<file path="config.mk">
export PLATFORM = sky130hd
export DESIGN_NAME = ram_blit_engine
export DESIGN_NICKNAME = d
export VERILOG_FILES = /design/src/rtl/ram_blit_engine.sv
export SDC_FILE = /design/constraint.sdc
export NUM_CORES = 1
export LEC_CHECK = 0
export ABC_CLOCK_PERIOD_IN_PS = 3400
export BUFFER_PORTS_ARGS = -buffer_cell sky130_fd_sc_hd__buf_2
export CAP_MARGIN = 20
export CORE_MARGIN = 2
export CORE_UTILIZATION = 30
export DETAILED_ROUTE_END_ITERATION = 8
export GPL_ROUTABILITY_DRIVEN = 0
export GPL_TIMING_DRIVEN = 0
export MAX_ROUTING_LAYER = met4
export SETUP_SLACK_MARGIN = 0.02
export SKIP_CTS_REPAIR_TIMING = 1
export SYNTH_ARGS = -nofsm -noshare
export SYNTH_HDL_FRONTEND = slang
export SYNTH_SLANG_ARGS = --single-unit
</file>
<file path="constraint.sdc">
create_clock -name clock -period 3.4 [get_ports clock]
set_input_delay 0.51 -clock clock [delete_from_list [all_inputs] [get_ports clock]]
set_output_delay 0.51 -clock clock [all_outputs]
set_load 0.02 [all_outputs]
</file>
<file path="src/rtl/ram_blit_engine.sv">
// Command-driven fill/copy write master for ram2port screen memory, one word per clock.
// Optional BLIT_XOR_EN enables op 10 (destination ^= source, single-cycle read-modify-write).
module ram_blit_engine #(
    parameter int Nloc  = 1200,
    parameter int Dbits = 4,
    parameter int Abits = $clog2(Nloc)
) (
    input  logic             clock,
    input  logic             reset,
    input  logic             cmd_valid,
    output logic             cmd_ready,
    input  logic [1:0]       cmd_op,
    input  logic [Abits-1:0] cmd_dst,
    input  logic [Abits-1:0] cmd_src,
    input  logic [Abits:0]   cmd_len,
    input  logic [Dbits-1:0] cmd_data,
    input  logic             abort,
    output logic             busy,
    output logic             done,
    output logic             err,
    output logic             mem_wr,
    output logic [Abits-1:0] mem_addr1,
    output logic [Abits-1:0] mem_addr2,
    output logic [Dbits-1:0] mem_din,
    input  logic [Dbits-1:0] mem_dout1,
    input  logic [Dbits-1:0] mem_dout2
);

    typedef enum logic [1:0] {S_IDLE, S_RUN, S_DONE} state_t;

    localparam logic [1:0]       OP_FILL   = 2'b00;
    localparam logic [1:0]       OP_COPY   = 2'b01;
    localparam logic [1:0]       OP_XOR    = 2'b10;
    localparam logic [Abits:0]   LEN_MAX   = (Abits+1)'(Nloc);
    localparam logic [Abits-1:0] ADDR_LAST = Abits'(Nloc - 1);

    state_t           state_q;
    logic [1:0]       op_q;
    logic [Dbits-1:0] fill_q;
    logic [Abits:0]   rem_q;
    logic [Abits-1:0] addr1_q, addr2_q;
    logic [Abits-1:0] addr1_d, addr2_d;
    logic [Dbits-1:0] din_q;
    logic [Dbits-1:0] wdata;
    logic             wr_q, ready_q, busy_q, done_q, err_q;
    logic             op_legal, cmd_legal;

    // Non-power-of-two memory: wrap explicitly at the last location.
    function automatic logic [Abits-1:0] wrap_inc(input logic [Abits-1:0] a);
        return (a == ADDR_LAST) ? '0 : a + Abits'(1);
    endfunction

    always_comb begin
        addr1_d  = wrap_inc(addr1_q);
        addr2_d  = wrap_inc(addr2_q);
        op_legal = (cmd_op == OP_FILL) || (cmd_op == OP_COPY);
`ifdef BLIT_XOR_EN
        op_legal = op_legal || (cmd_op == OP_XOR);
`endif
        cmd_legal = op_legal && (cmd_len != '0) && (cmd_len <= LEN_MAX);
    end

    // Copy data comes straight from the async read port, so write data is combinational.
    always_comb begin
        wdata = fill_q;
        case (op_q)
            OP_COPY: wdata = mem_dout2;
`ifdef BLIT_XOR_EN
            OP_XOR:  wdata = mem_dout1 ^ mem_dout2;
`endif
            default: wdata = fill_q;
        endcase
    end

`ifndef BLIT_XOR_EN
    logic unused_dout1;
    assign unused_dout1 = ^mem_dout1;
`endif

    always_ff @(posedge clock) begin
        if (reset) begin
            state_q <= S_IDLE;
            op_q    <= OP_FILL;
            fill_q  <= '0;
            rem_q   <= '0;
            addr1_q <= '0;
            addr2_q <= '0;
            din_q   <= '0;
            wr_q    <= 1'b0;
            ready_q <= 1'b1;
            busy_q  <= 1'b0;
            done_q  <= 1'b0;
            err_q   <= 1'b0;
        end else begin
            done_q <= 1'b0;
            err_q  <= 1'b0;
            case (state_q)
                S_IDLE: begin
                    if (cmd_valid) begin
                        if (cmd_legal) begin
                            state_q <= S_RUN;
                            op_q    <= cmd_op;
                            fill_q  <= cmd_data;
                            rem_q   <= cmd_len;
                            addr1_q <= cmd_dst;
                            addr2_q <= cmd_src;
                            wr_q    <= 1'b1;
                            ready_q <= 1'b0;
                            busy_q  <= 1'b1;
                        end else begin
                            err_q <= 1'b1;
                        end
                    end
                end
                S_RUN: begin
                    din_q <= wdata;
                    if (abort) begin
                        state_q <= S_IDLE;
                        wr_q    <= 1'b0;
                        ready_q <= 1'b1;
                        busy_q  <= 1'b0;
                        err_q   <= 1'b1;
                    end else if (rem_q == (Abits+1)'(1)) begin
                        state_q <= S_DONE;
                        wr_q    <= 1'b0;
                        done_q  <= 1'b1;
                    end else begin
                        rem_q   <= rem_q - (Abits+1)'(1);
                        addr1_q <= addr1_d;
                        addr2_q <= addr2_d;
                    end
                end
                S_DONE: begin
                    state_q <= S_IDLE;
                    ready_q <= 1'b1;
                    busy_q  <= 1'b0;
                end
                default: begin
                    state_q <= S_IDLE;
                    wr_q    <= 1'b0;
                    ready_q <= 1'b1;
                    busy_q  <= 1'b0;
                end
            endcase
        end
    end

    // abort must suppress the write in the very cycle it is raised.
    assign mem_wr    = wr_q & ~abort;
    assign mem_addr1 = addr1_q;
    assign mem_addr2 = addr2_q;
    assign mem_din   = (state_q == S_RUN) ? wdata : din_q;
    assign cmd_ready = ready_q;
    assign busy      = busy_q;
    assign done      = done_q;
    assign err       = err_q;

endmodule
</file>
---- Word level (Yosys, flattened, before mapping) ----
Index checks and enable logic that the tools add are counted.
storage, ports and cells
  flip-flop bits (word level) ............. 51
  input bits .............................. 52
  output and inout port bits .............. 31
operators by class
  add/subtract/negate cells ............... 3
  order comparisons ....................... 1
  equality and inequality tests ........... 13
  mux-type cells .......................... 40
  bitwise gates (word level) .............. 4
  reductions and logical operators ........ 13
operator list
  operator               number
  $mux 11                10
  $mux 12                4
  $pmux 11 s2            2
  $pmux 12 s2            1
  $add 11x1->11 const B  2
  $eq 11x11->1 const B   2
  $eq 12x1->1 const B    1
  $le 12x11->1 const B   1
  $mux 1                 12
  $reduce_bool 12->1     1
  $sub 12x1->12 const B  1
  $ne 2x2->1 const B     5
  $reduce_and 3->1       3
  $mux 2                 4
  $mux 4                 2
  $eq 2x1->1 const B     3
  $pmux 1 s2             3
  $reduce_and 5->1       1
  $logic_not 2->1        2
  $pmux 2 s2             1
  $reduce_and 4->1       1
  $ne 3x3->1 const B     1
  $not 1->1              3
  $pmux 1 s3             1
  other kinds (6)        7

---- Depth between registers and ports, before layout ----
Gate-level depths: netlist (run 1).
  depth after elaboration ................. 7
  gate-level depth with buffers ........... 8
  depth with buffers taken out ............ 7

---- Worst setup path after synthesis (run 1) ----
OpenSTA, ideal clock, no wires.
  path type ............................... input to register
  from .................................... input cmd_len[3]
  to ...................................... register rem_q[4]
  arrival time ............................ 2244 ps
  required time ........................... 3283 ps
  slack ................................... 1039 ps
  stages on the path ...................... 5
  path buffers ............................ 0
  cell sequence ........................... or4_4 -> a221o_1 -> a211o_1 -> a211o_1 -> a32o_1
between the ends
  cells in the longest elaborated chain, start to end .. 5
  elaborated cells between the ends (all ways) .. 6
  classes of those cells .................. order compare: 1; eq/ne: 1; reduce/logical: 4
RTL lines
  element                                               line  text
  start, declared                                       15    input logic [Abits:0] cmd_len,
  branches (longest 2 deep; another with $le 12x11->1)  -
  $logic_and 1x1->1 (*)                                 60    cmd_legal = op_legal && (cmd_len != '0) && (cmd_len <= LEN_MAX);
  $ne 2x2->1 (no line) (*)                              -
  $reduce_and 5->1 (no line) (*)                        -
  end signal, assigned                                  104   rem_q <= cmd_len;
  end signal, assigned                                  128   rem_q <= rem_q - (Abits+1)'(1);
  end, declared                                         40    logic [Abits:0] rem_q;
Mark *: on every way between the ends.
A chain may end at the register's enable or synchronous reset.

---- Worst setup path after layout (run 1) ----
  from .................................... register rem_q[5]
  to ...................................... register addr2_q[9] (netlist: mem_addr2[9])
between the ends
  cells in the longest elaborated chain, start to end .. 3
RTL lines
  element                     line  text
  $eq 12x1->1                 123   end else if (rem_q == (Abits+1)'(1)) begin
  $ne 2x2->1 (no line)        -
  $reduce_and 5->1 (no line)  -
  end signal, assigned        106   addr2_q <= cmd_src;
  end signal, assigned        130   addr2_q <= addr2_d;
  end, declared               41    logic [Abits-1:0] addr1_q, addr2_q;
No other way between the ends.

==> results.cfg, run 1 <==
[floorplanning]
num_io_pins = 83
die_area_mm2 = 0.0112
die_x_um = 106
num_rows = 37
core_area_mm2 = 0.0102
initial_utilization_pct = 30.4
die_h_um = 106

[cells_and_area]
area_delta_synth_final_pct = 21.0
most-common-layout-cells = buf_2, nand2_1, dfxtp_1
nets = 530
layoutNonFillerInstCount = 611
diodes = 0
design_area_mm2 = 0.00375
final_common_cell = buf_2
post-route-util_pct = 36.8
drive_gt1_share_pct = 23.2

[clock_network]
clockRootBuffer = clkbuf_8
cts_buffers = 5
clockBufferDepth = 2
ctsHtreeMaxLevel = 2
cts_tree = yes
insertion_delay_ns = 0.32
cts.sinks = 51
clk_pin_slew_worst_paths_ns = 0.11

[detailed_routing]
drc = 0
drtAntennaViolNets = 0
first_pass_iters = 5
wl_per_cell_um = 18.8
initialDrtViolationCount = 372
vias_per_cell = 5.86
wl_um = 11500
num_vias = 3578

[global_route]
grt_use_total_pct = 20.9
grt_pass1_wl_um = 18300
grt_max_degree = 17
grt_remaining_overflow = 0
antenna_found_initial = 0
grt_pass1_vias = 3385

[run_status]
outcome = complete, no violations

[place]
placed_area_mm2 = 0.00366
dpl.hpwl_um = 8190
io_buffers = 77
placed_cells = 603

[setup_path]
worstPathMaxFanout = 10
setup.worst_path.start_class = flop
endpoint_kind = flop
cp.required_ns = 3.64
r2r_slack_ns = 0.54
critical_path_arrival_ns = 3.10
crit_type = reg -> reg

[logic_synthesis]
mappedNetlistArea_mm2 = 0.00310
yosys_register_bits = 51
synth_flop_cell = dfxtp_1
syn_area_per_cell_um2 = 7.97
yosysSeqAreaShare_pct = 32.9
synth_edf_count = 0
ys_warn_count = 0
synthCells = 389
async_flop_share_pct = 0
synth_fp_nets = 445
ys_types = 64

[timing]
skew_ns = 0.00832
setup_viol = 0
min_period_ns = 2.86
drv_slew = 0
tightestPinTransition_ns = 0.875
relSlewSlack_pct = 41.5
max_freq_ghz = 0.349
grt_setup_unrepaired = false
final.setup.tns_ns = 0
finalHoldViolCount = 0
fin_crit_sh_pct = 84.2
finalHoldWorstSlack_ns = 0.414

[power_and_ir_drop]
ir_drop_mv = 0.167
power_density_mw_per_mm2 = 342
leakage_uw = 0.00140

[run]
cap_violations = 0

[min_path]
hp-class = in -> reg
-- worst max-delay path, cell delays in order, from the launching register on --
cell and delay (ns):
dfxtp_1 0.38, nor4_1 0.65, nand4_1 0.51, nand3_1 0.61
buf_2 0.39, a21oi_1 0.11, o32ai_1 0.12
-- cell usage after synthesis, drive strengths merged, types with 10 or more instances --
library cell | n | area, um2
a21oi | 35 | 175
o21ai | 15 | 86.3
nor4 | 13 | 81.3
dfxtp | 51 | 1020
nor3 | 14 | 75.1
o32ai | 12 | 105
o31ai | 11 | 87.6
nand3 | 10 | 50.1
clkbuf | 21 | 78.8
nor2 | 18 | 75.1
nand2 | 53 | 199
inv | 13 | 51.3
o211ai | 10 | 80.1
-- logic make-up after synthesis --
group / after synthesis / share of synthesized area, %
fa+ha+maj: 4 / 1.61
simple gates: 149 / 25.2
buf+inv: 41 / 5.77
flops: 51 / 32.9
xor+xnor: 2 / 0.565
mux: 4 / 1.29
compound gates: 138 / 32.7
-- final timing paths --
check                   start           end  cells past startpoint
hold reg to reg     cmd_ready     cmd_ready                      2
hold / removal    cmd_data[1]     fill_q[1]                      3
setup reg to reg     rem_q[5]  mem_addr2[9]                      6
setup / recovery     rem_q[5]  mem_addr2[9]                      6
-- where the power goes --
part | switching, uW | leakage, uW | internal [uW]
Sequential | 26.1 | 0.000414 | 619
Clock | 237 | 0.0000402 | 144
Combinational | 161 | 0.000950 | 93.3
Total | 424 | 0.00140 | 857
-- layout make-up --
class	count	area, um2
buffer	28	128
clock buffer	5	68.8
clock inverter	3	20.0
fill	1108	6440
inverter	13	51.3
multi-input combinational	297	1900
sequential	51	1020
tap	136	170
timing repair buffer	78	390
-- sequential cells by signal, summed over array words and instances (netlist names) --
signal,count
mem_addr2,11
rem_q,12
wr_q,1
state_q,2
busy,1
err,1
op_q,2
mem_addr1,11
done,1
fill_q,4
din_q,4
cmd_ready,1
-- metrics by stage --
stage | power, uW | setup slack [ns]
after floorplan | 807 | 1.04
after global placement | 903 | 0.617
after detailed placement | 908 | 0.556
after CTS | 1270 | 0.664
after global routing | 1330 | 0.418
final | 1280 | 0.537
-- per-layer routing --
metal	vias to the layer above	global-route usage, %	part of all wire [%]
met5	-	-	0
met3	16	1.98	7.6
met4	0	5.26	1.4
met2	180	31.8	45
li1	1674	-	-
met1	1708	29.8	46
Power figures use the tool's default switching activity.
==> run 2, diff against run 1 <==
- ABC_CLOCK_PERIOD_IN_PS: 3400 -> 2920
- clock period: 3.4 -> 2.92 ns (I/O delays scaled with it)
==> run 2 against run 1 <==
  * Clock power increased by 15%
  * Register-to-register slack got worse by 0.27 ns
  * Routed wire length about the same
  * Via count decreased by 0.20%
  * Cell area increased by 0.13%
  * Sequential share of layout area about the same
  * Critical endpoint is now mem_addr1[3]
  * Largest cell class unchanged
  * Largest power group unchanged
==> results.cfg, run 2 (synthesized netlist as in run 1, its figures left out) <==
[power_and_ir_drop]
p_int_uw = 998
p_sw_share_pct = 33.0
leakage_uw = 0.00140
power.switching_uw = 491
seq_power_share_pct = 50.5
power_density_mw_per_mm2 = 397
combPwrFrac_pct = 19.9
finalPower_uw = 1490
ir_drop_mv = 0.193
clkPwrFrac_pct = 29.6

[timing]
fin_crit_sh_pct = 91.0
grt_setup_unrepaired = false
relSlewSlack_pct = 43.4
tightestPinTransition_ns = 0.847
setup_viol = 0
max_freq_ghz = 0.376
final.setup.tns_ns = 0
finalHoldViolCount = 0
drv_slew = 0
min_period_ns = 2.66
skew_ns = 0.0145
finalHoldWorstSlack_ns = 0.335

[floorplanning]
initial_utilization_pct = 30.4
die_h_um = 106
num_rows = 37
die_area_mm2 = 0.0112
die_x_um = 106
core_area_mm2 = 0.0102
num_io_pins = 83

[detailed_routing]
wl_per_cell_um = 18.8
first_pass_iters = 7
drc = 0
drtAntennaViolNets = 0
wl_um = 11500
num_vias = 3571
initialDrtViolationCount = 331
vias_per_cell = 5.84

[cells_and_area]
post-route-util_pct = 36.9
drive_gt1_share_pct = 23.4
most-common-layout-cells = buf_2, nand2_1, dfxtp_1
layoutNonFillerInstCount = 611
area_delta_synth_final_pct = 21.1
diodes = 0
nets = 530
final_common_cell = buf_2
regMostFlops = rem_q
largest_reg_flops = 12

[setup_path]
crit_type = reg -> reg
cp.required_ns = 3.16
endpoint_kind = flop
worstPathMaxFanout = 10
setup.worst_path.start_class = flop
critical_path_arrival_ns = 2.90

[clock_network]
cts_tree = yes
clockBufferDepth = 2
cts.sinks = 51
clk_pin_slew_worst_paths_ns = 0.11
clockRootBuffer = clkbuf_8
ctsHtreeMaxLevel = 2
insertion_delay_ns = 0.32
cts_buffers = 5

[place]
dpl.hpwl_um = 8190
placed_cells = 603
io_buffers = 77

[global_route]
grt_remaining_overflow = 0
antenna_found_initial = 0
grt_use_total_pct = 20.9
grt_max_degree = 17
grt_pass1_vias = 3385
grt_pass1_wl_um = 18300

[run]
cap_violations = 0

[min_path]
hp-class = in -> reg

[run_status]
outcome = complete, no violations
==> run 2: changes by cell type in the layout (fill, tap and decap cells not counted) <==
cell     change
nand3_2      +1
nand3_1      -1
==> run 2: cell type report <==
cell class | instances | area [um2]
Sequential cell | 51 | 1020
Multi-Input combinational cell | 297 | 1900
Clock inverter | 3 | 20.0
Buffer | 28 | 128
Inverter | 13 | 51.3
Timing Repair Buffer | 78 | 390
Clock buffer | 5 | 68.8
Tap cell | 136 | 170
Fill cell | 1107 | 6430
==> run 2: final timing paths <==
| kind | slack (ns) | cells after the start | to | startpoint |
|---|---|---|---|---|
| setup / recovery | 0.26 | 6 | mem_addr1[3] | rem_q[5] |
| hold / removal | 0.33 | 3 | fill_q[1] | cmd_data[1] |
| setup reg to reg | 0.26 | 6 | mem_addr1[3] | rem_q[5] |
| hold reg to reg | 0.45 | 2 | cmd_ready | cmd_ready |
==> run 2: power by group through the flow <==
stage,clock (uW),sequential [uW],combinational (uW)
2_1_floorplan,0,778,162
3_3_place_gp,0,765,286
3_5_place_dp,0,766,291
4_1_cts,438,750,292
5_1_grt,477,756,321
6_report,440,752,297
==> run 2: worst max-delay path: stages, from the launching register on <==
cell and delay [ns]:
dfxtp_1 0.38, nor4_1 0.67, nand4_1 0.51, nand3_2 0.42, buf_2 0.34, a21oi_1 0.11, nor3_1 0.13
==> run 2: per-layer routing <==
metal  vias to the layer above  part of all wire (%)  GRT usage, %
met3                        18                   6.9          1.98
met1                      1710                    47          29.8
li1                       1678                     -             -
met2                       165                    45          31.8
met5                         -                     0             -
met4                         0                   1.6          5.26
==> run 2: metrics by stage <==
stage / instance area [um2] / worst slack (ns)
after CTS: 3750 / 0.184
after floorplan: 3100 / 0.631
after global routing: 3750 / 0.132
after global placement: 3650 / 0.209
final: 3750 / 0.263
after detailed placement: 3660 / 0.148
==> run 3, diff against run 2 <==
- BUFFER_PORTS_ARGS: -buffer_cell sky130_fd_sc_hd__buf_2 -> unset
- CORE_UTILIZATION: 30 -> 60
- CTS_BUF_LIST: unset -> sky130_fd_sc_hd__clkbuf_8
- DONT_BUFFER_PORTS: unset -> 1
- PLACE_DENSITY: unset -> 0.76
==> run 3 against run 2 <==
  * Utilization is 28 points higher
  * Cell count is 23% lower
  * Clock skew is 0.0056 ns lower
  * Die area is 48% lower
  * Sequential power is 2.8% higher
==> results.cfg, run 3 (synthesized netlist as in run 1, its figures left out) <==
[setup_path]
cp.required_ns = 3.14
cp_num_buf_inv = 1
path_cells = nor4_1 -> nand4_1 -> nand3_1 -> buf_2 -> a21oi_1 -> o32ai_1
setup.worst_path.start_class = flop
worstRegToRegCells = 6
crit_type = reg -> reg
worstPathMaxFanout = 10
slowest_stage = nor4_1
critPathMaxStageDelay_ns = 0.59
r2r_start = rem_q[5]
cp_top_family = simple AND/OR/NAND/NOR gates
endpoint_kind = flop
r2r_slack_ns = 0.25
critPathLaunch = rem_q[5]
reg2reg_to = mem_addr1[9]
critical_path_arrival_ns = 2.89

[timing]
final.setup.tns_ns = 0
setup_viol = 0
fin_crit_sh_pct = 91.6
max_freq_ghz = 0.374
grt_setup_unrepaired = false
finalHoldViolCount = 0
relSlewSlack_pct = 49.2
finalHoldWorstSlack_ns = 0.248
worst_slack_ns = 0.245
min_period_ns = 2.67
drv_slew = 0
skew_ns = 0.00891
tightestPinTransition_ns = 0.754

[floorplanning]
die_x_um = 75.9
die_h_um = 75.9
initial_utilization_pct = 61.5
num_io_pins = 83
num_rows = 26
core_area_mm2 = 0.00504
die_area_mm2 = 0.00576

[min_path]
hold_path_depth = 2
hp-class = in -> reg
worstHoldStart = cmd_data[1]
holdPathEnd = fill_q[1]

[detailed_routing]
drc = 0
num_vias = 3371
wl_per_cell_um = 21.6
wl_um = 10100
initialDrtViolationCount = 377
drtAntennaViolNets = 0
vias_per_cell = 7.20
first_pass_iters = 5

[power_and_ir_drop]
power_density_mw_per_mm2 = 438
leakage_uw = 0.00106
ir_drop_mv = 0.262

[run]
cap_violations = 0

[place]
dp_slack_ns = 0.353
dpl.hpwl_um = 7120
io_buffers = 0

[clock_network]
clk_pin_slew_worst_paths_ns = 0.10
ctsHtreeMaxLevel = 2
cts.sinks = 51
insertion_delay_ns = 0.31
cts_tree = yes
clockBufferDepth = 2
clockRootBuffer = clkbuf_8
cts_buffers = 5

[cells_and_area]
area_delta_synth_final_pct = 6.18
nets = 453
regMostFlops = rem_q
final_common_cell = nand2_1
largest_reg_flops = 12
diodes = 0
most-common-layout-cells = nand2_1, dfxtp_1, a21oi_1
drive_gt1_share_pct = 8.29

[global_route]
antenna_found_initial = 0
grt_pass1_vias = 3060
grt_use_total_pct = 36.2
grt_remaining_overflow = 0
grt_pass1_wl_um = 15100
grt_max_degree = 17

[run_status]
outcome = complete, no violations
-- run 3: cell types whose count changed in the layout (fill, tap and decap cells not counted), sizes merged --
cell / previous run / this run
clkbuf: 26 / 27
buf: 85 / 8
clkinvlp: 2 / 1
-- run 3: worst max path at each step --
stage / slack, ns / endpoint / cells past startpoint
after floorplan: 0.63 / rem_q[4] / 5
after global placement: 0.34 / mem_addr1[0] / 6
after detailed placement: 0.35 / mem_addr1[9] / 6
after CTS: 0.32 / mem_addr1[9] / 6
after global routing: 0.03 / mem_addr1[3] / 6
final: 0.25 / mem_addr1[9] / 6
-- run 3: power by group --
part | total [uW] | switching [uW] | internal (uW)
Clock | 452 | 258 | 194
Combinational | 217 | 140 | 77.2
Sequential | 773 | 51.9 | 721
-- run 3: layout make-up --
class                           instances  area (um2)
Tap cell                               70        87.6
Inverter                               13        51.3
Buffer                                 28         128
Timing Repair Buffer                    1        5.00
Multi-Input combinational cell        297        1900
Sequential cell                        51        1020
Fill cell                             468        1750
Clock inverter                          2        16.3
Clock buffer                            6        82.6
-- run 3: metrics by stage --
| stage | utilization [%] | std cells | total power (uW) | area (um2) |
|---|---|---|---|---|
| global route | 65.3 | 468 | 1490 | 3290 |
| finish | 65.3 | 468 | 1440 | 3290 |
| global placement | 63.2 | 459 | 994 | 3190 |
| CTS | 65.3 | 468 | 1430 | 3290 |
| detailed placement | 63.3 | 460 | 999 | 3190 |
| floorplan | - | 389 | 940 | 3100 |
-- run 3: layer usage --
layer  share of wire, %  vias to the layer above  wire length, um  GRT usage [%]
met4                3.4                        0              340           15.8
li1                   -                     1529                -              -
met2                 45                      222             4500           52.5
met1                 41                     1583             4120           48.2
met3                 11                       37             1140           8.07
met5                  0                        -                0              -
